===== src/rtl/cpu_decode_pkg.sv =====
// cpu_decode_pkg: shared types and constants for the LEGv8 decode stage.
//   - datapath width BITS, register constants (REG_ZERO, REG_LINK)
//   - opcode / condition-code constants for the decoded subset
//   - alu_op_e enum and the ctrl_t control bundle carried into ID/EX
//   - sext9 helper for the D-format address offset
package cpu_decode_pkg;

  localparam int BITS = 64;

  localparam logic [4:0] REG_ZERO = 5'd31;
  localparam logic [4:0] REG_LINK = 5'd30;

  // 11-bit R/D-format opcodes, instruction[31:21]
  localparam logic [10:0] OP_ADDS = 11'b10101011000;
  localparam logic [10:0] OP_SUBS = 11'b11101011000;
  localparam logic [10:0] OP_AND  = 11'b10001010000;
  localparam logic [10:0] OP_EOR  = 11'b11001010000;
  localparam logic [10:0] OP_LSL  = 11'b11010011011;
  localparam logic [10:0] OP_LSR  = 11'b11010011010;
  localparam logic [10:0] OP_LDUR = 11'b11111000010;
  localparam logic [10:0] OP_STUR = 11'b11111000000;
  // I-format, instruction[31:22]
  localparam logic [9:0]  OP_ADDI = 10'b1001000100;
  // CB-format, instruction[31:24]
  localparam logic [7:0]  OP_CBZ   = 8'b10110100;
  localparam logic [7:0]  OP_BCOND = 8'b01010100;
  // B-format, instruction[31:26]
  localparam logic [5:0]  OP_B  = 6'b000101;
  localparam logic [5:0]  OP_BL = 6'b100101;

  localparam logic [3:0]  COND_LT = 4'b1011;

  typedef enum logic [2:0] {
    ALU_ADD,
    ALU_SUB,
    ALU_AND,
    ALU_EOR,
    ALU_LSL,
    ALU_LSR,
    ALU_PASSB
  } alu_op_e;

  // alu_src=1 selects ex_imm as the ALU B operand instead of ex_b.
  typedef struct packed {
    alu_op_e alu_op;
    logic    alu_src;
    logic    mem_read;
    logic    mem_write;
    logic    mem_to_reg;
    logic    reg_write;
    logic    set_flags;
  } ctrl_t;

  function automatic logic [BITS-1:0] sext9(input logic [8:0] v);
    return {{(BITS-9){v[8]}}, v};
  endfunction

endpackage


===== src/rtl/cpu_decode_stage_if.sv =====
// cpu_decode_stage_if: bundles every non-clock/reset signal of the decode stage.
//   master : the decode stage itself (consumes IF/ID + regfile data, drives
//            read addresses, branch redirect, stall and the ID/EX register)
//   slave  : the surrounding pipeline (fetch, register file, execute)
interface cpu_decode_stage_if;
  import cpu_decode_pkg::*;

  logic [31:0]     instruction;
  logic [BITS-1:0] pc_id;
  logic            flag_n;
  logic            flag_v;
  logic [BITS-1:0] ra_data;
  logic [BITS-1:0] rb_data;

  logic [4:0]      rn;
  logic [4:0]      rb;
  logic            UncondBr;
  logic            BrTaken;
  logic [18:0]     CondAddr19;
  logic [25:0]     BRAddr26;
  logic            stall_if;

  logic            ex_valid;
  ctrl_t           ex_ctrl;
  logic [4:0]      ex_rd;
  logic [BITS-1:0] ex_a;
  logic [BITS-1:0] ex_b;
  logic [BITS-1:0] ex_imm;
  logic            illegal;

  modport master (
    input  instruction, pc_id, flag_n, flag_v, ra_data, rb_data,
    output rn, rb, UncondBr, BrTaken, CondAddr19, BRAddr26, stall_if,
    output ex_valid, ex_ctrl, ex_rd, ex_a, ex_b, ex_imm, illegal
  );

  modport slave (
    output instruction, pc_id, flag_n, flag_v, ra_data, rb_data,
    input  rn, rb, UncondBr, BrTaken, CondAddr19, BRAddr26, stall_if,
    input  ex_valid, ex_ctrl, ex_rd, ex_a, ex_b, ex_imm, illegal
  );
endinterface


===== src/rtl/cpu_decode_stage_hazard.sv =====
// decode_hazard: combinational stall / squash gating for the decode stage.
//   in : squash flop, decoded read-use bits (use_rn/use_rb), branch kind
//        (is_cbz/is_blt), raw branch decisions, read addresses, ID/EX fields
//   out: stall (hold IF/ID), gated br_taken/uncond_br, bubble into ID/EX
module decode_hazard import cpu_decode_pkg::*; (
  input  logic       squash,
  input  logic       use_rn,
  input  logic       use_rb,
  input  logic       is_cbz,
  input  logic       is_blt,
  input  logic       br_raw,
  input  logic       uncond_raw,
  input  logic [4:0] rn,
  input  logic [4:0] rb,
  input  logic       ex_valid,
  input  logic       ex_mem_read,
  input  logic       ex_reg_write,
  input  logic       ex_set_flags,
  input  logic [4:0] ex_rd,
  output logic       stall,
  output logic       br_taken,
  output logic       uncond_br,
  output logic       bubble
);
  logic ex_rd_real;
  logic load_use;
  logic cbz_dep;
  logic flag_dep;

  always_comb begin
    // X31 is hardwired zero, so a pending write to it never feeds a reader.
    ex_rd_real = ex_valid && (ex_rd != REG_ZERO);
    load_use   = ex_rd_real && ex_mem_read &&
                 ((use_rn && (ex_rd == rn)) || (use_rb && (ex_rd == rb)));
    cbz_dep    = ex_rd_real && is_cbz && ex_reg_write && (ex_rd == rb);
    flag_dep   = ex_valid && is_blt && ex_set_flags;
    // A squashed slot is a NOP: it can neither stall nor redirect fetch.
    stall      = !squash && (load_use || cbz_dep || flag_dep);
    br_taken   = !squash && !stall && br_raw;
    uncond_br  = !squash && uncond_raw;
    bubble     = squash || stall;
  end
endmodule


===== src/rtl/cpu_decode_stage.sv =====
// cpu_decode_stage: LEGv8 instruction-decode stage with early branch
// resolution, load-use / branch-operand hazard detection and the ID/EX
// pipeline register.
//   clk, reset (async, active-low)
//   bus (cpu_decode_stage_if.master): IF/ID word, pc_id, N/V flags, regfile
//     read data in; rn/rb, UncondBr/BrTaken/CondAddr19/BRAddr26, stall_if,
//     ex_valid/ex_ctrl/ex_rd/ex_a/ex_b/ex_imm and illegal out.
// Optional feature: define CPU_DECODE_BL_EN to decode BL (link to X30).
module cpu_decode_stage import cpu_decode_pkg::*; (
  input  logic               clk,
  input  logic               reset,
  cpu_decode_stage_if.master bus
);
  logic [31:0]     instr;
  logic            dec_known, use_rn, use_rb, reg2loc;
  logic            is_cbz, is_blt, br_raw, uncond_raw;
  ctrl_t           ctrl_dec;
  logic [4:0]      rd_dec;
  logic [BITS-1:0] imm_dec;
  logic            stall, br_taken, uncond_br, hz_bubble;

  logic            ex_valid_q, ex_valid_d;
  ctrl_t           ex_ctrl_q, ex_ctrl_d;
  logic [4:0]      ex_rd_q, ex_rd_d;
  logic [BITS-1:0] ex_a_q, ex_a_d, ex_b_q, ex_b_d, ex_imm_q, ex_imm_d;
  logic            illegal_q, illegal_d;
  logic            squash_q, squash_d;

  assign instr = bus.instruction;

  always_comb begin
    dec_known  = 1'b0;
    use_rn     = 1'b0;
    use_rb     = 1'b0;
    reg2loc    = 1'b0;
    is_cbz     = 1'b0;
    is_blt     = 1'b0;
    br_raw     = 1'b0;
    uncond_raw = 1'b0;
    ctrl_dec   = '0;
    rd_dec     = REG_ZERO;
    imm_dec    = '0;
    if (instr[31:21] == OP_ADDS || instr[31:21] == OP_SUBS ||
        instr[31:21] == OP_AND  || instr[31:21] == OP_EOR) begin
      dec_known          = 1'b1;
      reg2loc            = 1'b1;
      use_rn             = 1'b1;
      use_rb             = 1'b1;
      ctrl_dec.reg_write = 1'b1;
      rd_dec             = instr[4:0];
      ctrl_dec.set_flags = (instr[31:21] == OP_ADDS) || (instr[31:21] == OP_SUBS);
      if (instr[31:21] == OP_SUBS)     ctrl_dec.alu_op = ALU_SUB;
      else if (instr[31:21] == OP_AND) ctrl_dec.alu_op = ALU_AND;
      else if (instr[31:21] == OP_EOR) ctrl_dec.alu_op = ALU_EOR;
      else                             ctrl_dec.alu_op = ALU_ADD;
    end else if (instr[31:21] == OP_LSL || instr[31:21] == OP_LSR) begin
      dec_known          = 1'b1;
      reg2loc            = 1'b1;
      use_rn             = 1'b1;
      ctrl_dec.reg_write = 1'b1;
      ctrl_dec.alu_src   = 1'b1;
      ctrl_dec.alu_op    = (instr[31:21] == OP_LSL) ? ALU_LSL : ALU_LSR;
      rd_dec             = instr[4:0];
      imm_dec            = {{(BITS-6){1'b0}}, instr[15:10]};
    end else if (instr[31:22] == OP_ADDI) begin
      dec_known          = 1'b1;
      use_rn             = 1'b1;
      ctrl_dec.reg_write = 1'b1;
      ctrl_dec.alu_src   = 1'b1;
      rd_dec             = instr[4:0];
      imm_dec            = {{(BITS-12){1'b0}}, instr[21:10]};
    end else if (instr[31:21] == OP_LDUR || instr[31:21] == OP_STUR) begin
      dec_known        = 1'b1;
      use_rn           = 1'b1;
      ctrl_dec.alu_src = 1'b1;
      imm_dec          = sext9(instr[20:12]);
      if (instr[31:21] == OP_LDUR) begin
        ctrl_dec.mem_read   = 1'b1;
        ctrl_dec.mem_to_reg = 1'b1;
        ctrl_dec.reg_write  = 1'b1;
        rd_dec              = instr[4:0];
      end else begin
        // STUR reads its store data through the rb port (Rt in [4:0]).
        use_rb             = 1'b1;
        ctrl_dec.mem_write = 1'b1;
      end
    end else if (instr[31:24] == OP_CBZ) begin
      dec_known = 1'b1;
      use_rb    = 1'b1;
      is_cbz    = 1'b1;
      br_raw    = (bus.rb_data == '0);
    end else if (instr[31:24] == OP_BCOND && instr[3:0] == COND_LT) begin
      dec_known = 1'b1;
      is_blt    = 1'b1;
      br_raw    = (bus.flag_n != bus.flag_v);
    end else if (instr[31:26] == OP_B) begin
      dec_known  = 1'b1;
      uncond_raw = 1'b1;
      br_raw     = 1'b1;
`ifdef CPU_DECODE_BL_EN
    end else if (instr[31:26] == OP_BL) begin
      dec_known          = 1'b1;
      uncond_raw         = 1'b1;
      br_raw             = 1'b1;
      ctrl_dec.reg_write = 1'b1;
      ctrl_dec.alu_src   = 1'b1;
      ctrl_dec.alu_op    = ALU_PASSB;
      rd_dec             = REG_LINK;
      imm_dec            = bus.pc_id + BITS'(4);
`endif
    end
  end

`ifndef CPU_DECODE_BL_EN
  // pc_id only feeds the BL link value.
  logic pc_id_unused;
  assign pc_id_unused = ^bus.pc_id;
`endif

  assign bus.rn         = instr[9:5];
  assign bus.rb         = reg2loc ? instr[20:16] : instr[4:0];
  assign bus.CondAddr19 = instr[23:5];
  assign bus.BRAddr26   = instr[25:0];

  decode_hazard u_hazard (
    .squash       (squash_q),
    .use_rn       (use_rn),
    .use_rb       (use_rb),
    .is_cbz       (is_cbz),
    .is_blt       (is_blt),
    .br_raw       (br_raw),
    .uncond_raw   (uncond_raw),
    .rn           (bus.rn),
    .rb           (bus.rb),
    .ex_valid     (ex_valid_q),
    .ex_mem_read  (ex_ctrl_q.mem_read),
    .ex_reg_write (ex_ctrl_q.reg_write),
    .ex_set_flags (ex_ctrl_q.set_flags),
    .ex_rd        (ex_rd_q),
    .stall        (stall),
    .br_taken     (br_taken),
    .uncond_br    (uncond_br),
    .bubble       (hz_bubble)
  );

  assign bus.stall_if = stall;
  assign bus.BrTaken  = br_taken;
  assign bus.UncondBr = uncond_br;

  always_comb begin
    ex_valid_d = 1'b0;
    ex_ctrl_d  = '0;
    ex_rd_d    = REG_ZERO;
    ex_a_d     = '0;
    ex_b_d     = '0;
    ex_imm_d   = '0;
    if (!hz_bubble && dec_known) begin
      ex_valid_d = 1'b1;
      ex_ctrl_d  = ctrl_dec;
      ex_rd_d    = rd_dec;
      ex_a_d     = bus.ra_data;
      ex_b_d     = bus.rb_data;
      ex_imm_d   = imm_dec;
    end
    illegal_d = !squash_q && !dec_known;
    // br_taken is already zero while stalled, so squash is held at 0 then.
    squash_d  = br_taken;
  end

  always_ff @(posedge clk or negedge reset) begin
    if (!reset) begin
      ex_valid_q <= 1'b0;
      ex_ctrl_q  <= '0;
      ex_rd_q    <= REG_ZERO;
      ex_a_q     <= '0;
      ex_b_q     <= '0;
      ex_imm_q   <= '0;
      illegal_q  <= 1'b0;
      squash_q   <= 1'b0;
    end else begin
      ex_valid_q <= ex_valid_d;
      ex_ctrl_q  <= ex_ctrl_d;
      ex_rd_q    <= ex_rd_d;
      ex_a_q     <= ex_a_d;
      ex_b_q     <= ex_b_d;
      ex_imm_q   <= ex_imm_d;
      illegal_q  <= illegal_d;
      squash_q   <= squash_d;
    end
  end

  assign bus.ex_valid = ex_valid_q;
  assign bus.ex_ctrl  = ex_ctrl_q;
  assign bus.ex_rd    = ex_rd_q;
  assign bus.ex_a     = ex_a_q;
  assign bus.ex_b     = ex_b_q;
  assign bus.ex_imm   = ex_imm_q;
  assign bus.illegal  = illegal_q;
endmodule


===== src/flat_wrapper.sv =====
// flat-port wrapper written by rule: the top's interface ports become plain ports
module cpu_decode_stage_flat import cpu_decode_pkg::*;
  (clk, reset, bus_instruction, bus_pc_id, bus_flag_n, bus_flag_v, bus_ra_data, bus_rb_data, bus_rn, bus_rb, bus_UncondBr, bus_BrTaken, bus_CondAddr19, bus_BRAddr26, bus_stall_if, bus_ex_valid, bus_ex_ctrl, bus_ex_rd, bus_ex_a, bus_ex_b, bus_ex_imm, bus_illegal);
  cpu_decode_stage_if bus_i ();
  input  logic clk;
  input  logic reset;
  input wire logic [$bits(bus_i.instruction)-1:0] bus_instruction;
  input wire logic [$bits(bus_i.pc_id)-1:0] bus_pc_id;
  input wire logic [$bits(bus_i.flag_n)-1:0] bus_flag_n;
  input wire logic [$bits(bus_i.flag_v)-1:0] bus_flag_v;
  input wire logic [$bits(bus_i.ra_data)-1:0] bus_ra_data;
  input wire logic [$bits(bus_i.rb_data)-1:0] bus_rb_data;
  output wire logic [$bits(bus_i.rn)-1:0] bus_rn;
  output wire logic [$bits(bus_i.rb)-1:0] bus_rb;
  output wire logic [$bits(bus_i.UncondBr)-1:0] bus_UncondBr;
  output wire logic [$bits(bus_i.BrTaken)-1:0] bus_BrTaken;
  output wire logic [$bits(bus_i.CondAddr19)-1:0] bus_CondAddr19;
  output wire logic [$bits(bus_i.BRAddr26)-1:0] bus_BRAddr26;
  output wire logic [$bits(bus_i.stall_if)-1:0] bus_stall_if;
  output wire logic [$bits(bus_i.ex_valid)-1:0] bus_ex_valid;
  output wire logic [$bits(bus_i.ex_ctrl)-1:0] bus_ex_ctrl;
  output wire logic [$bits(bus_i.ex_rd)-1:0] bus_ex_rd;
  output wire logic [$bits(bus_i.ex_a)-1:0] bus_ex_a;
  output wire logic [$bits(bus_i.ex_b)-1:0] bus_ex_b;
  output wire logic [$bits(bus_i.ex_imm)-1:0] bus_ex_imm;
  output wire logic [$bits(bus_i.illegal)-1:0] bus_illegal;
  assign bus_i.instruction = bus_instruction;
  assign bus_i.pc_id = bus_pc_id;
  assign bus_i.flag_n = bus_flag_n;
  assign bus_i.flag_v = bus_flag_v;
  assign bus_i.ra_data = bus_ra_data;
  assign bus_i.rb_data = bus_rb_data;
  assign bus_rn = bus_i.rn;
  assign bus_rb = bus_i.rb;
  assign bus_UncondBr = bus_i.UncondBr;
  assign bus_BrTaken = bus_i.BrTaken;
  assign bus_CondAddr19 = bus_i.CondAddr19;
  assign bus_BRAddr26 = bus_i.BRAddr26;
  assign bus_stall_if = bus_i.stall_if;
  assign bus_ex_valid = bus_i.ex_valid;
  assign bus_ex_ctrl = bus_i.ex_ctrl;
  assign bus_ex_rd = bus_i.ex_rd;
  assign bus_ex_a = bus_i.ex_a;
  assign bus_ex_b = bus_i.ex_b;
  assign bus_ex_imm = bus_i.ex_imm;
  assign bus_illegal = bus_i.illegal;
  cpu_decode_stage u_core (.clk(clk), .reset(reset), .bus(bus_i));
endmodule

===== config.mk =====
export PLATFORM = sky130hd
export DESIGN_NAME = cpu_decode_stage_flat
export DESIGN_NICKNAME = d
export VERILOG_FILES = /design/src/rtl/cpu_decode_pkg.sv /design/src/rtl/cpu_decode_stage_if.sv /design/src/rtl/cpu_decode_stage_hazard.sv /design/src/rtl/cpu_decode_stage.sv /design/src/flat_wrapper.sv
export SDC_FILE = /design/constraint.sdc
export NUM_CORES = 1
export LEC_CHECK = 0
export ABC_AREA = 1
export BUFFER_PORTS_ARGS = -buffer_cell sky130_fd_sc_hd__buf_2
export CAP_MARGIN = 20
export CORE_AREA = 4 4 192 194
export CTS_CLUSTER_SIZE = 12
export DETAILED_ROUTE_END_ITERATION = 16
export DIE_AREA = 0 0 196 198
export GPL_TIMING_DRIVEN = 1
export PLACE_DENSITY = 0.43
export SETUP_SLACK_MARGIN = 0.3
export SLEW_MARGIN = 20
export SYNTH_ARGS = -nofsm -noshare
export SYNTH_HDL_FRONTEND = slang
export SYNTH_SLANG_ARGS = --single-unit

===== constraint.sdc =====
create_clock -name clk -period 7.21 [get_ports clk]
set_clock_uncertainty 0.05 [all_clocks]
set_input_delay 1.442 -clock clk [delete_from_list [all_inputs] [get_ports clk]]
set_output_delay 1.442 -clock clk [all_outputs]
set_load 0.01 [all_outputs]

* Word-level counts from Yosys, hierarchy flattened
Index checks and enable logic that the tools add are counted.
Widths: inputs -> output; s select.
** Word-level totals
- Bits in registers :: 209
- Output and inout port bits :: 266
** Cells by class
- Equal/unequal tests :: 17
- Mux-type cells :: 75
- Reduce and logical (&&, ||, !) cells :: 31
** Operators with widths (count)
- $mux 64 :: 7
- $eq 11x11->1 const B :: 8
- $logic_not 64->1 :: 1
- $mux 1 :: 50
- $mux 5 :: 8
- $mux 3 :: 6
- $logic_and 1x1->1 :: 17
- $eq 10x10->1 const B :: 1
- $eq 5x5->1 :: 2
- $logic_or 1x1->1 :: 9
- $mux 9 :: 1
- $eq 8x7->1 const B :: 1
- $eq 8x8->1 const B :: 1
- $eq 6x3->1 const B :: 1
- $ne 5x5->1 const B :: 1
- $eq 4x4->1 const B :: 1
- $logic_not 1->1 :: 4
- $mux 2 :: 2
- $mux 4 :: 1
- $ne 1x1->1 :: 1

* Depth between registers and ports, before layout
Gate-level depths: netlist of run 1.
- Word-level depth :: 17
- Depth in mapped cells :: 17
- Gate-level depth less buffers :: 16

* By module
Synthesis of run 1 repeated with hierarchy kept, for this count alone.
** Unflattened totals
- Cells, all modules :: 773
- Area total of the unflattened synthesis :: 7707.4 sq um
** Modules (own cells, without submodules)
- cpu_decode_stage :: instances 1, cells each 715, area an instance 7437.1 sq um, seq. area each 3935.0 sq um
- decode_hazard :: instances 1, cells each 58, area an instance 270.3 sq um, seq. area each 0.0 sq um

* Worst setup path after synthesis of run 1
No wires, ideal clock.
- Kind :: input -> output
- Start :: input bus_instruction[28]
- End :: output bus_BrTaken
- Arrival :: 2.930 ns
- Data required time :: 5.718 ns
- Path slack :: 2.788 ns
- Cell stages on the path :: 12
- Path through :: inv_1 -> nor2_1 -> and3_1 -> nand2_2 -> nand2_4 -> nor3_2 -> inv_1 -> o21ai_1 -> nand2_1 -> a21oi_1 -> nand2_1 -> a21oi_1
** Between the ends
- Longest elaborated chain between the ends :: 16
** Ends and longest elaborated chain
- from (decl) :: line flat_wrapper.sv:7 : input wire logic [$bits(bus_i.instruction)-1:0] bus_instruction;
- $eq 11x11->1 :: line cpu_decode_stage.sv:43 : if (instr[31:21] == OP_ADDS || instr[31:21] == OP_SUBS ||
- $logic_or 1x1->1 (2 in a row) :: line cpu_decode_stage.sv:43
- $logic_or 1x1->1 :: line cpu_decode_stage.sv:44 : instr[31:21] == OP_AND || instr[31:21] == OP_EOR) begin
- $mux 1 :: line cpu_decode_stage.sv:43
- $mux 5 :: line cpu_decode_stage.sv:121 : assign bus.rb = reg2loc ? instr[20:16] : instr[4:0];
- $eq 5x5->1 :: line cpu_decode_stage_hazard.sv:34, cpu_decode_stage_hazard.sv:35
- $logic_and 1x1->1 :: line cpu_decode_stage_hazard.sv:34 : ((use_rn && (ex_rd == rn)) || (use_rb && (ex_rd == rb)));
- $logic_or 1x1->1 :: line cpu_decode_stage_hazard.sv:34
- $logic_and 1x1->1 :: line cpu_decode_stage_hazard.sv:33 : load_use = ex_rd_real && ex_mem_read &&
- $logic_or 1x1->1 (2 in a row) :: line cpu_decode_stage_hazard.sv:38 : stall = !squash && (load_use || cbz_dep || flag_dep);
- $logic_and 1x1->1 :: line cpu_decode_stage_hazard.sv:38
- $logic_not 1->1 :: line cpu_decode_stage_hazard.sv:39 : br_taken = !squash && !stall && br_raw;
- $logic_and 1x1->1 :: line cpu_decode_stage_hazard.sv:39
- $logic_and 1x1->1 (*) :: line cpu_decode_stage_hazard.sv:39
- to (decl) :: line flat_wrapper.sv:16 : output wire logic [$bits(bus_i.BrTaken)-1:0] bus_BrTaken;
Mark *: on every way between the ends. The rest lies on a longest branch, timed or not.

* Worst setup path after layout of run 1
Same ends and word-level chain as after synthesis.

==> flow_metrics.py, run 1 <==
metrics = {
    "outcome": {
        "status": "finished, final reports clean",
    },
    "layout": {
        "n_antenna_cell": 0,
        "areaGrowthSynthToFinish_pct": 33.0,
        "final_cell_area_um2": 9690,
        "final_cells": 1564,
        "final_nets": 1318,
        "layout-drive-gt1-share": 0.541,
    },
    "global_route": {
        "grt_first_pass_wirelength_um": 34700,
        "grt_max_degree": 94,
        "grt_pass1_vias": 5673,
        "grt-ovfl-total": 0,
        "grt.total_usage": 0.118,
        "antenna_found_initial": 0,
    },
    "worst_setup_path": {
        "crit_fanout": 10,
        "arrival_ns": 3.52,
        "critPathKind": "in -> out",
        "critical_path_required_ns": 5.72,
        "crit_path_end_kind": "output port",
        "critPathLaunchType": "input pin",
    },
    "placement": {
        "post-place-ws_ns": 2.19,
        "dpl.cell_count": 1532,
        "place.gp.congestion": 0.782,
        "dpl.hpwl_um": 18700,
        "portBuffers": 429,
        "placed_area_um2": 9070,
    },
    "synthesis": {
        "synth_top_family_by_area": "buffers and inverters",
        "ys.flop_type": "dfrtp_1",
        "synth_xor_xnor_area_share": 0.00722,
        "synthMuxAreaShare": 0.00155,
        "synth_top_cell_by_area": "dfrtp_1",
        "synth.avg_cell_area_um2": 9.59,
        "synth-edff-count": 0,
        "synthArstFlopShare": 1.00,
        "synth_area_um2": 7280,
        "yosysWarnings": 0,
        "synth_compound_area_frac": 0.0160,
        "synth_cells": 759,
        "synth_nets": 987,
        "synthTopCellsByArea": "dfrtp_1, buf_4, nor2_2",
        "yosys.area_share.simple": 0.212,
        "synth_cell_types": 33,
        "synth_seq_cells": 157,
        "synthAdderAreaFrac": 0,
        "synth.top_cell.area_share": 0.522,
        "ys_seq_area_frac": 0.540,
    },
    "cts": {
        "cts_max_level": 4,
        "cts_buffers": 17,
        "clk_latency_ns": 0.43,
        "cts_root_buffer": "clkbuf_16",
        "cts_resized": 0,
        "clkSinkCount": 157,
        "cts_tree": "built",
        "clk_path_buf_depth": 2,
        "post-cts-setup-buffer-count": 0,
        "ctsHoldBuffers": 0,
        "cts.clk_slew.worst_paths_ns": 0.08,
    },
    "power_and_ir_drop": {
        "ir_worst_vdd_v": 0.000151,
        "intPower_w": 0.00145,
        "p_switching_w": 0.000557,
        "swShare": 0.277,
        "total_power_w": 0.00201,
        "p_comb_frac": 0.084,
        "seq_power_share": 0.442,
        "power_frac_clock": 0.473,
        "power_density_nw_per_um2": 208,
        "p_leak_nw": 5.99,
    },
    "job": {
        "cap_viol_max_count": 0,
    },
    "drt": {
        "firstDrtPassIters": 4,
        "remaining_drc_errors": 0,
        "wl_um": 23900,
        "wl_per_cell_um": 15.3,
        "drt.antenna.violating_nets": 0,
        "num_vias": 5708,
        "first_iter_violations": 168,
        "detail_route.vias_per_cell": 3.65,
    },
    "floorplan": {
        "die-width_um": 196,
        "rows": 69,
        "die_area_um2": 38800,
        "die_h_um": 198,
        "start_util": 0.207,
        "ioPinCount": 494,
        "core_area_um2": 35200,
    },
    "timing": {
        "rsz0062_at_grt": "no",
        "finalCritPeriodShare": 0.695,
        "period_minus_slack_ns": 5.01,
        "setup-violations-final": 0,
        "worst_slew_pin_slew_ns": 0.968,
        "tns_ns": 0,
        "slew_headroom": 0.355,
        "maxSlewViolCount": 0,
        "hold_viol_final": 0,
        "max_freq_mhz": 200,
        "finalWorstSetupSlack_ns": 2.20,
    },
    "worst_hold_path": {
        "min_path_type": "reg -> reg",
    },
}
==> cells in the mapped netlist (2+ instances only) <==
library cell and count:
inv_1 165, nand3b_1 3, buf_4 106, a21oi_1 3, buf_8 11, inv_2 5, a32oi_1 2, o21ai_0 11
nor3_1 19, xnor2_1 2, buf_2 3, nor4_1 16, nand2_1 53, nand3_2 3, nor2_1 48, o211ai_1 2
nor2_2 111, dfstp_2 5, nand4_1 12, xor2_1 4, dfrtp_1 152, nand3_1 12
==> critical path: stages <==
cell     delay [ns]
buf_2          0.10
inv_1          0.11
nor2_1         0.07
and3_1         0.19
nand2_2        0.17
nand2_4        0.13
nor3_2         0.22
inv_1          0.16
o21ai_1        0.16
nand2_1        0.09
a21oi_1        0.20
nand2_1        0.10
a21oi_1        0.20
buf_2          0.17
==> placed cells by master (no fill, tap or decap), drive strengths merged <==
cell type,netlist,final
nand3,16,16
and3,1,1
xnor2,2,2
nand4,13,13
inv,170,177
bufinv,0,1
a21oi,3,3
mux2,1,1
a32oi,2,2
clkinvlp,0,2
o211ai,2,2
xor2,4,4
clkbuf,0,17
nor2,160,160
nor4,16,16
o21ai,13,13
nand3b,3,3
dfrtp,152,152
buf,121,433
nor3,20,20
dfstp,5,5
clkinv,0,5
nand2,55,55
==> power by group through the flow <==
stage | Clock (W) | Combinational [W] | Sequential [W]
6_report | 0.000952 | 0.000170 | 0.000890
3_3_place_gp | 0 | 0.000175 | 0.000907
4_1_cts | 0.000987 | 0.000176 | 0.000889
5_1_grt | 0.00102 | 0.000192 | 0.000890
3_5_place_dp | 0 | 0.000175 | 0.000907
2_1_floorplan | 0 | 0.0000786 | 0.000912
==> routing by layer <==
layer,vias to the layer above,GRT usage,wire [um]
met2,243,0.207,12200
met5,-,0,0
met1,2652,0.146,9870
met4,0,0.0290,268
met3,11,0.0281,1610
li1,2802,-,-
==> state kept, by name (all words and copies together), names as in the netlist <==
| name | cells |
|---|---|
| u_core.bus.ex_b | 64 |
| u_core.bus.ex_ctrl | 8 |
| u_core.bus.illegal | 1 |
| u_core.bus.ex_rd | 5 |
| u_core.bus.ex_imm | 13 |
| u_core.bus.ex_valid | 1 |
| u_core.squash_q | 1 |
| u_core.bus.ex_a | 64 |
==> final timing paths <==
| path | start | end | slack (ns) | cells after the start |
|---|---|---|---|---|
| max | bus_instruction[28] | bus_BrTaken | 2.20 | 14 |
| min | u_core.squash_q | u_core.bus.illegal | 0.45 | 1 |
| max reg2reg | u_core.bus.ex_rd[1] | u_core.bus.ex_imm[62] | 4.60 | 9 |
| min reg2reg | u_core.squash_q | u_core.bus.illegal | 0.45 | 1 |
| max in group asynchronous | reset | u_core.bus.ex_a[14] | 5.00 | 2 |
| min in group asynchronous | reset | u_core.bus.ex_a[26] | 0.92 | 1 |
==> final cells by class <==
cell class	instances	area, um2
Timing Repair Buffer	433	2200
Clock buffer	17	425
Fill cell	3891	25500
Tap cell	461	577
Sequential cell	157	3940
Multi-Input combinational cell	311	1720
Inverter	170	638
Clock inverter	15	195
==> through the flow <==
stage	util	hold WS [ns]
floorplan	-	0.399
global placement	0.257	0.449
detailed placement	0.257	0.431
CTS	0.275	0.447
global route	0.275	0.479
finish	0.275	0.454
==> cells by family (layout without fill, tap and decap cells) <==
family	count (synthesis)	after routing
muxes	1	1
and+or+nand+nor	284	284
buffers and inverters	291	635
xor gates and xnor gates	6	6
DFF	157	157
AOI/OAI and AO/OA	20	20
Power figures use the tool's default switching activity.
==> run 2, diff against run 1 <==
--- a/config.mk
+++ b/config.mk
@@ -5,15 +5,15 @@
 export SDC_FILE = /design/constraint.sdc
 export NUM_CORES = 1
 export LEC_CHECK = 0
-export ABC_AREA = 1
+export ABC_AREA = 0
 export BUFFER_PORTS_ARGS = -buffer_cell sky130_fd_sc_hd__buf_2
 export CAP_MARGIN = 20
-export CORE_AREA = 4 4 192 194
+export CORE_AREA = 4 4 191 193
 export CTS_CLUSTER_SIZE = 12
 export DETAILED_ROUTE_END_ITERATION = 16
-export DIE_AREA = 0 0 196 198
+export DIE_AREA = 0 0 195 197
 export GPL_TIMING_DRIVEN = 1
-export PLACE_DENSITY = 0.43
+export PLACE_DENSITY = 0.45
 export SETUP_SLACK_MARGIN = 0.3
 export SLEW_MARGIN = 20
 export SYNTH_ARGS = -nofsm -noshare
==> constraint.sdc (replaced) <==
create_clock -name clk -period 5.15 [get_ports clk]
set_clock_uncertainty 0.05 [all_clocks]
set_input_delay 1.03 -clock clk [delete_from_list [all_inputs] [get_ports clk]]
set_output_delay 1.03 -clock clk [all_outputs]
set_load 0.01 [all_outputs]
==> flow_metrics.py, run 2 <==
metrics = {
    "drt": {
        "num_vias": 5658,
        "drt.antenna.violating_nets": 0,
        "remaining_drc_errors": 0,
        "firstDrtPassIters": 6,
        "detail_route.vias_per_cell": 4.11,
        "wl_per_cell_um": 17.9,
        "first_iter_violations": 178,
        "wl_um": 24600,
    },
    "worst_setup_path": {
        "arrival_ns": 3.34,
        "critPathLaunchType": "input pin",
        "cp_slowest_cell": "o41ai_4",
        "rr_worst_depth": 7,
        "cp-endpoint": "bus_stall_if",
        "r2r-start": "u_core.bus.ex_rd[0]",
        "critPathMaxStageDelay_ns": 0.41,
        "critPathKind": "in -> out",
        "rr_endpoint": "u_core.bus.ex_a[45]",
        "critPathLaunch": "bus_instruction[26]",
        "crit_fanout": 11,
        "crit_path_end_kind": "output port",
        "critical_path_required_ns": 4.07,
        "r2r_slack_ns": 2.32,
        "cp_common_cell": "buf_2",
        "worstPathCellList": "buf_2 -> nor4b_4 -> nand4b_1 -> a311oi_1 -> o21ai_1 -> o41ai_4 -> buf_4 -> nor2b_1 -> buf_2",
    },
    "floorplan": {
        "ioPinCount": 494,
        "die-width_um": 195,
        "die_area_um2": 38400,
        "die_h_um": 197,
        "core_area_um2": 34500,
        "start_util": 0.230,
        "rows": 68,
    },
    "timing": {
        "finalWorstSetupSlack_ns": 0.726,
        "period_minus_slack_ns": 4.42,
        "tns_ns": 0,
        "hold-worst-slack_ns": 0.558,
        "setup-violations-final": 0,
        "finalCritPeriodShare": 0.859,
        "max_freq_mhz": 226,
        "worst_slew_pin_slew_ns": 0.761,
        "rsz0062_at_grt": "no",
        "maxSlewViolCount": 0,
        "hold_viol_final": 0,
        "slew_headroom": 0.493,
    },
    "worst_hold_path": {
        "min_path_type": "in -> async",
    },
    "cts": {
        "ctsHoldBuffers": 0,
        "cts.clk_slew.worst_paths_ns": 0.06,
        "cts_buffers": 17,
        "cts_max_level": 4,
        "clkSinkCount": 157,
        "cts_root_buffer": "clkbuf_16",
        "cts_resized": 0,
        "clk_latency_ns": 0.43,
        "clk_path_buf_depth": 2,
        "cts_tree": "built",
        "post-cts-setup-buffer-count": 0,
    },
    "outcome": {
        "status": "finished, final reports clean",
    },
    "power_and_ir_drop": {
        "power_density_nw_per_um2": 268,
        "p_comb_frac": 0.084,
        "p_leak_nw": 5.23,
        "ir_worst_vdd_v": 0.000218,
        "intPower_w": 0.00204,
        "power_frac_clock": 0.457,
        "p_switching_w": 0.000679,
        "swShare": 0.250,
        "seq_power_share": 0.459,
    },
    "synthesis": {
        "synthMostInstantiatedCell": "dfrtp_1",
        "synthTopCellsByCount": "dfrtp_1, nor3b_2, buf_4",
        "ys.flop_type": "dfrtp_1",
        "ys_seq_area_frac": 0.496,
        "yosys.area_share.simple": 0.296,
        "synthMuxAreaShare": 0.00426,
        "synth_top_cell_by_area": "dfrtp_1",
        "synth_cells": 591,
        "synth_xor_xnor_area_share": 0.00773,
        "synthTopCellsByArea": "dfrtp_1, nor3b_2, buf_4",
        "synth.top_cell.area_share": 0.480,
        "synth_top_family_by_area": "simple AND/OR/NAND/NOR gates",
        "synth_nets": 819,
        "synthArstFlopShare": 1.00,
        "synth.avg_cell_area_um2": 13.4,
        "yosysWarnings": 0,
        "synth_cell_types": 54,
        "synth-edff-count": 0,
        "synth_seq_cells": 157,
        "synth_compound_area_frac": 0.0319,
        "synth_area_um2": 7930,
        "synthAdderAreaFrac": 0,
    },
    "layout": {
        "layout-drive-gt1-share": 0.674,
        "layout_commonest_cell": "buf_2",
        "final_cell_area_um2": 10100,
        "fillCellCount": 3669,
        "regArea_um2": 3940,
        "final_cell_mix": "buf_2, dfrtp_1, nor3b_2",
        "multiInputGateArea_um2": 2700,
        "areaGrowthSynthToFinish_pct": 27.6,
        "final_nets": 1136,
    },
    "global_route": {
        "grt_max_degree": 86,
        "grt_first_pass_wirelength_um": 36700,
        "grt-ovfl-total": 0,
        "grt.total_usage": 0.123,
        "grt_pass1_vias": 5943,
        "antenna_found_initial": 3,
    },
    "placement": {
        "post-place-ws_ns": 0.714,
        "portBuffers": 429,
        "placed_area_um2": 9540,
        "place.gp.congestion": 0.783,
        "dpl.hpwl_um": 18700,
    },
    "job": {
        "cap_viol_max_count": 0,
    },
}
[run 2: cell count changes after synthesis, moves of 13 or more]
cell,previous run,this run
nor2_1,48,11
nand2_1,53,11
buf_6,1,17
buf_12,0,13
nor3b_2,0,128
inv_1,165,5
nor2_2,111,0
[run 2: worst min path at each step]
stage / from / endpoint / slack, ns / cells after the start
after floorplan: u_core.squash_q / u_core.bus.ex_rd[3] / 0.45 / 1
after global placement: u_core.bus.ex_ctrl[0] / u_core.bus.ex_ctrl[4] / 0.81 / 4
after detailed placement: u_core.bus.ex_ctrl[0] / u_core.bus.ex_ctrl[4] / 0.84 / 4
after CTS: reset / u_core.bus.ex_b[49] / 0.57 / 1
after global routing: reset / u_core.bus.ex_b[49] / 0.60 / 1
final: reset / u_core.bus.ex_b[49] / 0.56 / 1
[run 2: through the flow]
step	util	instances	power, W
floorplan	-	591	0.00138
global placement	0.276	1344	0.00150
detailed placement	0.276	1344	0.00150
CTS	0.293	1376	0.00278
global route	0.293	1378	0.00284
finish	0.293	1378	0.00272
[run 2: area by class of cell]
cell class,count,share of cell area
sequential,157,0.389
multi-input combinational,287,0.266
timing repair buffer,440,0.230
tap,455,0.0563
clock buffer,18,0.0434
clock inverter,14,0.0131
inverter,5,0.00185
antenna,2,0.000495
[run 2: logic make-up (layout without fill, tap and decap cells)]
logic type	Yosys count	after routing
mux	3	3
flops	157	157
simple gates	244	244
other cells	0	2
compound gates	33	33
buf+inv	147	477
xor+xnor	7	7
[run 2: per-layer routing]
| layer | share of wire | vias up | GRT usage |
|---|---|---|---|
| met4 | 0.013 | 2 | 0.0372 |
| met2 | 0.52 | 264 | 0.219 |
| met3 | 0.078 | 18 | 0.0391 |
| met1 | 0.38 | 2757 | 0.143 |
| met5 | 0.00053 | - | 0 |
| li1 | - | 2617 | - |
[run 2: power by group through the flow]
| stage | clock network, W | registers (W) | logic (W) |
|---|---|---|---|
| after global routing | 0.00135 | 0.00125 | 0.000249 |
| after global placement | 0 | 0.00127 | 0.000232 |
| after detailed placement | 0 | 0.00127 | 0.000232 |
| after floorplan | 0 | 0.00128 | 0.000100 |
| after CTS | 0.00130 | 0.00125 | 0.000233 |
| final | 0.00124 | 0.00125 | 0.000227 |
[run 2: critical path: cells and delay by family]
family | cells | cell delay [ns]
AO/OA/AOI/OAI | 3 | 1.00
AND/OR/NAND/NOR | 3 | 0.78
buffers and inverters | 3 | 0.52
==> run 3, diff against run 2 <==
--- a/config.mk
+++ b/config.mk
@@ -8,12 +8,12 @@
 export ABC_AREA = 0
 export BUFFER_PORTS_ARGS = -buffer_cell sky130_fd_sc_hd__buf_2
 export CAP_MARGIN = 20
-export CORE_AREA = 4 4 191 193
+export CORE_AREA = 4 4 189 191
 export CTS_CLUSTER_SIZE = 12
 export DETAILED_ROUTE_END_ITERATION = 16
-export DIE_AREA = 0 0 195 197
+export DIE_AREA = 0 0 193 195
 export GPL_TIMING_DRIVEN = 1
-export PLACE_DENSITY = 0.45
+export PLACE_DENSITY = 0.46
 export SETUP_SLACK_MARGIN = 0.3
 export SLEW_MARGIN = 20
 export SYNTH_ARGS = -nofsm -noshare
==> constraint.sdc (replaced) <==
create_clock -name clk -period 5.6 [get_ports clk]
set_clock_uncertainty 0.05 [all_clocks]
set_input_delay 1.12 -clock clk [delete_from_list [all_inputs] [get_ports clk]]
set_output_delay 1.12 -clock clk [all_outputs]
set_load 0.01 [all_outputs]
==> flow_metrics.py, run 3 (synthesized netlist as in run 2, its figures left out) <==
metrics = {
    "timing": {
        "maxSlewViolCount": 0,
        "max_freq_mhz": 222,
        "slew_headroom": 0.458,
        "period_minus_slack_ns": 4.51,
        "hold-worst-slack_ns": 0.635,
        "hold_viol_final": 0,
        "finalCritPeriodShare": 0.805,
        "setup-violations-final": 0,
        "worst_slew_pin_slew_ns": 0.814,
        "rsz0062_at_grt": "no",
        "tns_ns": 0,
    },
    "worst_setup_path": {
        "worstPathCellList": "buf_2 -> nor4b_4 -> and3_1 -> o221ai_1 -> and3_4 -> o41ai_4 -> buf_4 -> nor3_1 -> buf_2",
        "critPathLaunchType": "input pin",
        "critPathMaxStageDelay_ns": 0.42,
        "cp_common_cell": "buf_2",
        "arrival_ns": 3.34,
        "cp_num_buf_inv": 3,
        "critPathKind": "in -> out",
        "crit_path_end_kind": "output port",
        "cp_top_family": "simple AND/OR/NAND/NOR gates",
        "cp_slowest_cell": "and3_1",
        "crit_fanout": 11,
        "critical_path_required_ns": 4.43,
    },
    "worst_hold_path": {
        "min_path_type": "reg -> reg",
    },
    "cts": {
        "clk_latency_ns": 0.44,
        "cts_root_buffer": "clkbuf_16",
        "cts_tree": "built",
        "ctsHoldBuffers": 0,
        "clk_path_buf_depth": 2,
        "clkSinkCount": 157,
        "cts_buffers": 17,
        "cts_resized": 0,
        "cts.clk_slew.worst_paths_ns": 0.07,
        "post-cts-setup-buffer-count": 0,
        "cts_max_level": 4,
    },
    "drt": {
        "firstDrtPassIters": 4,
        "wl_per_cell_um": 17.5,
        "drt.antenna.violating_nets": 0,
        "wl_um": 24100,
        "detail_route.vias_per_cell": 4.10,
        "num_vias": 5667,
        "remaining_drc_errors": 0,
        "first_iter_violations": 126,
    },
    "layout": {
        "areaGrowthSynthToFinish_pct": 28.5,
        "regArea_um2": 3940,
        "final_nets": 1141,
        "n_antenna_cell": 0,
        "layout-drive-gt1-share": 0.676,
        "final_cell_mix": "buf_2, dfrtp_1, nor3b_2",
        "final_cell_area_um2": 10200,
        "layout_commonest_cell": "buf_2",
        "multiInputGateArea_um2": 2700,
        "fillCellCount": 3553,
    },
    "power_and_ir_drop": {
        "power_density_nw_per_um2": 258,
        "p_leak_nw": 5.27,
        "ir_worst_vdd_v": 0.000202,
    },
    "floorplan": {
        "die-width_um": 193,
        "die_h_um": 195,
        "core_area_um2": 34100,
        "rows": 68,
        "die_area_um2": 37600,
        "ioPinCount": 494,
        "start_util": 0.232,
    },
    "outcome": {
        "status": "finished, final reports clean",
    },
    "global_route": {
        "grt_first_pass_wirelength_um": 35600,
        "grt.total_usage": 0.124,
        "grt_max_degree": 83,
        "grt_pass1_vias": 5864,
        "grt-ovfl-total": 0,
        "antenna_found_initial": 0,
    },
    "placement": {
        "place.gp.congestion": 0.779,
        "placed_area_um2": 9550,
        "dpl.hpwl_um": 18500,
        "portBuffers": 429,
    },
    "job": {
        "cap_viol_max_count": 0,
    },
}
run 3: cell count changes in the layout (fill, tap and decap cells not counted):
| cell | change |
|---|---|
| inv_6 | -1 |
| clkinv_2 | -1 |
| diode_2 | -2 |
| bufinv_16 | +3 |
| clkinv_4 | -1 |
| inv_8 | +1 |
| buf_4 | +7 |
| buf_12 | -2 |
| clkbuf_8 | -1 |
run 3: worst paths after layout:
kind,slack [ns],depth (start not counted),endpoint,startpoint
min,0.63,2,u_core.bus.illegal,u_core.squash_q
max in group asynchronous,3.87,2,u_core.bus.ex_a[27],reset
max,1.09,9,bus_BrTaken,bus_instruction[21]
min reg2reg,0.63,2,u_core.bus.illegal,u_core.squash_q
min in group asynchronous,0.65,1,u_core.bus.ex_b[41],reset
max reg2reg,2.68,7,u_core.bus.ex_b[20],u_core.bus.ex_rd[0]
run 3: per-layer routing:
metal  vias up  share of wire  global-route usage
met4         0          0.019              0.0409
met5         -              0                   0
met2       252           0.51               0.218
met1      2766           0.39               0.144
met3        24          0.080              0.0349
li1       2625              -                   -
run 3: worst register-to-register path, stage by stage, from the launching register on:
cell	delay [ns]
dfstp_2	0.63
xor2_1	0.09
nor4_1	0.27
nand3_1	0.18
o31ai_1	0.33
or3_4	0.72
buf_4	0.43
nor3b_2	0.09
run 3: through the flow:
step / std cells / power, W / worst slack, ns / util
after global routing: 1381 / 0.00273 / 0.897 / 0.299
final: 1381 / 0.00263 / 1.09 / 0.299
after global placement: 1349 / 0.00138 / 1.09 / 0.280
after detailed placement: 1349 / 0.00138 / 1.10 / 0.280
after CTS: 1381 / 0.00268 / 1.10 / 0.299
after floorplan: 591 / 0.00127 / 1.57 / -
run 3: layout make-up:
type | count | share of cell area
Clock buffer | 17 | 0.0417
Clock inverter | 15 | 0.0207
Inverter | 5 | 0.00184
Multi-Input combinational cell | 287 | 0.264
Sequential cell | 157 | 0.386
Tap cell | 455 | 0.0559
Timing Repair Buffer | 445 | 0.229
run 3: where the power goes:
part / switching, W / leakage [nW] / total [W] / internal, W
Clock: 0.000521 / 0.308 / 0.00128 / 0.000756
Combinational: 0.000110 / 2.80 / 0.000208 / 0.0000976
Sequential: 0.00000272 / 2.16 / 0.00115 / 0.00114
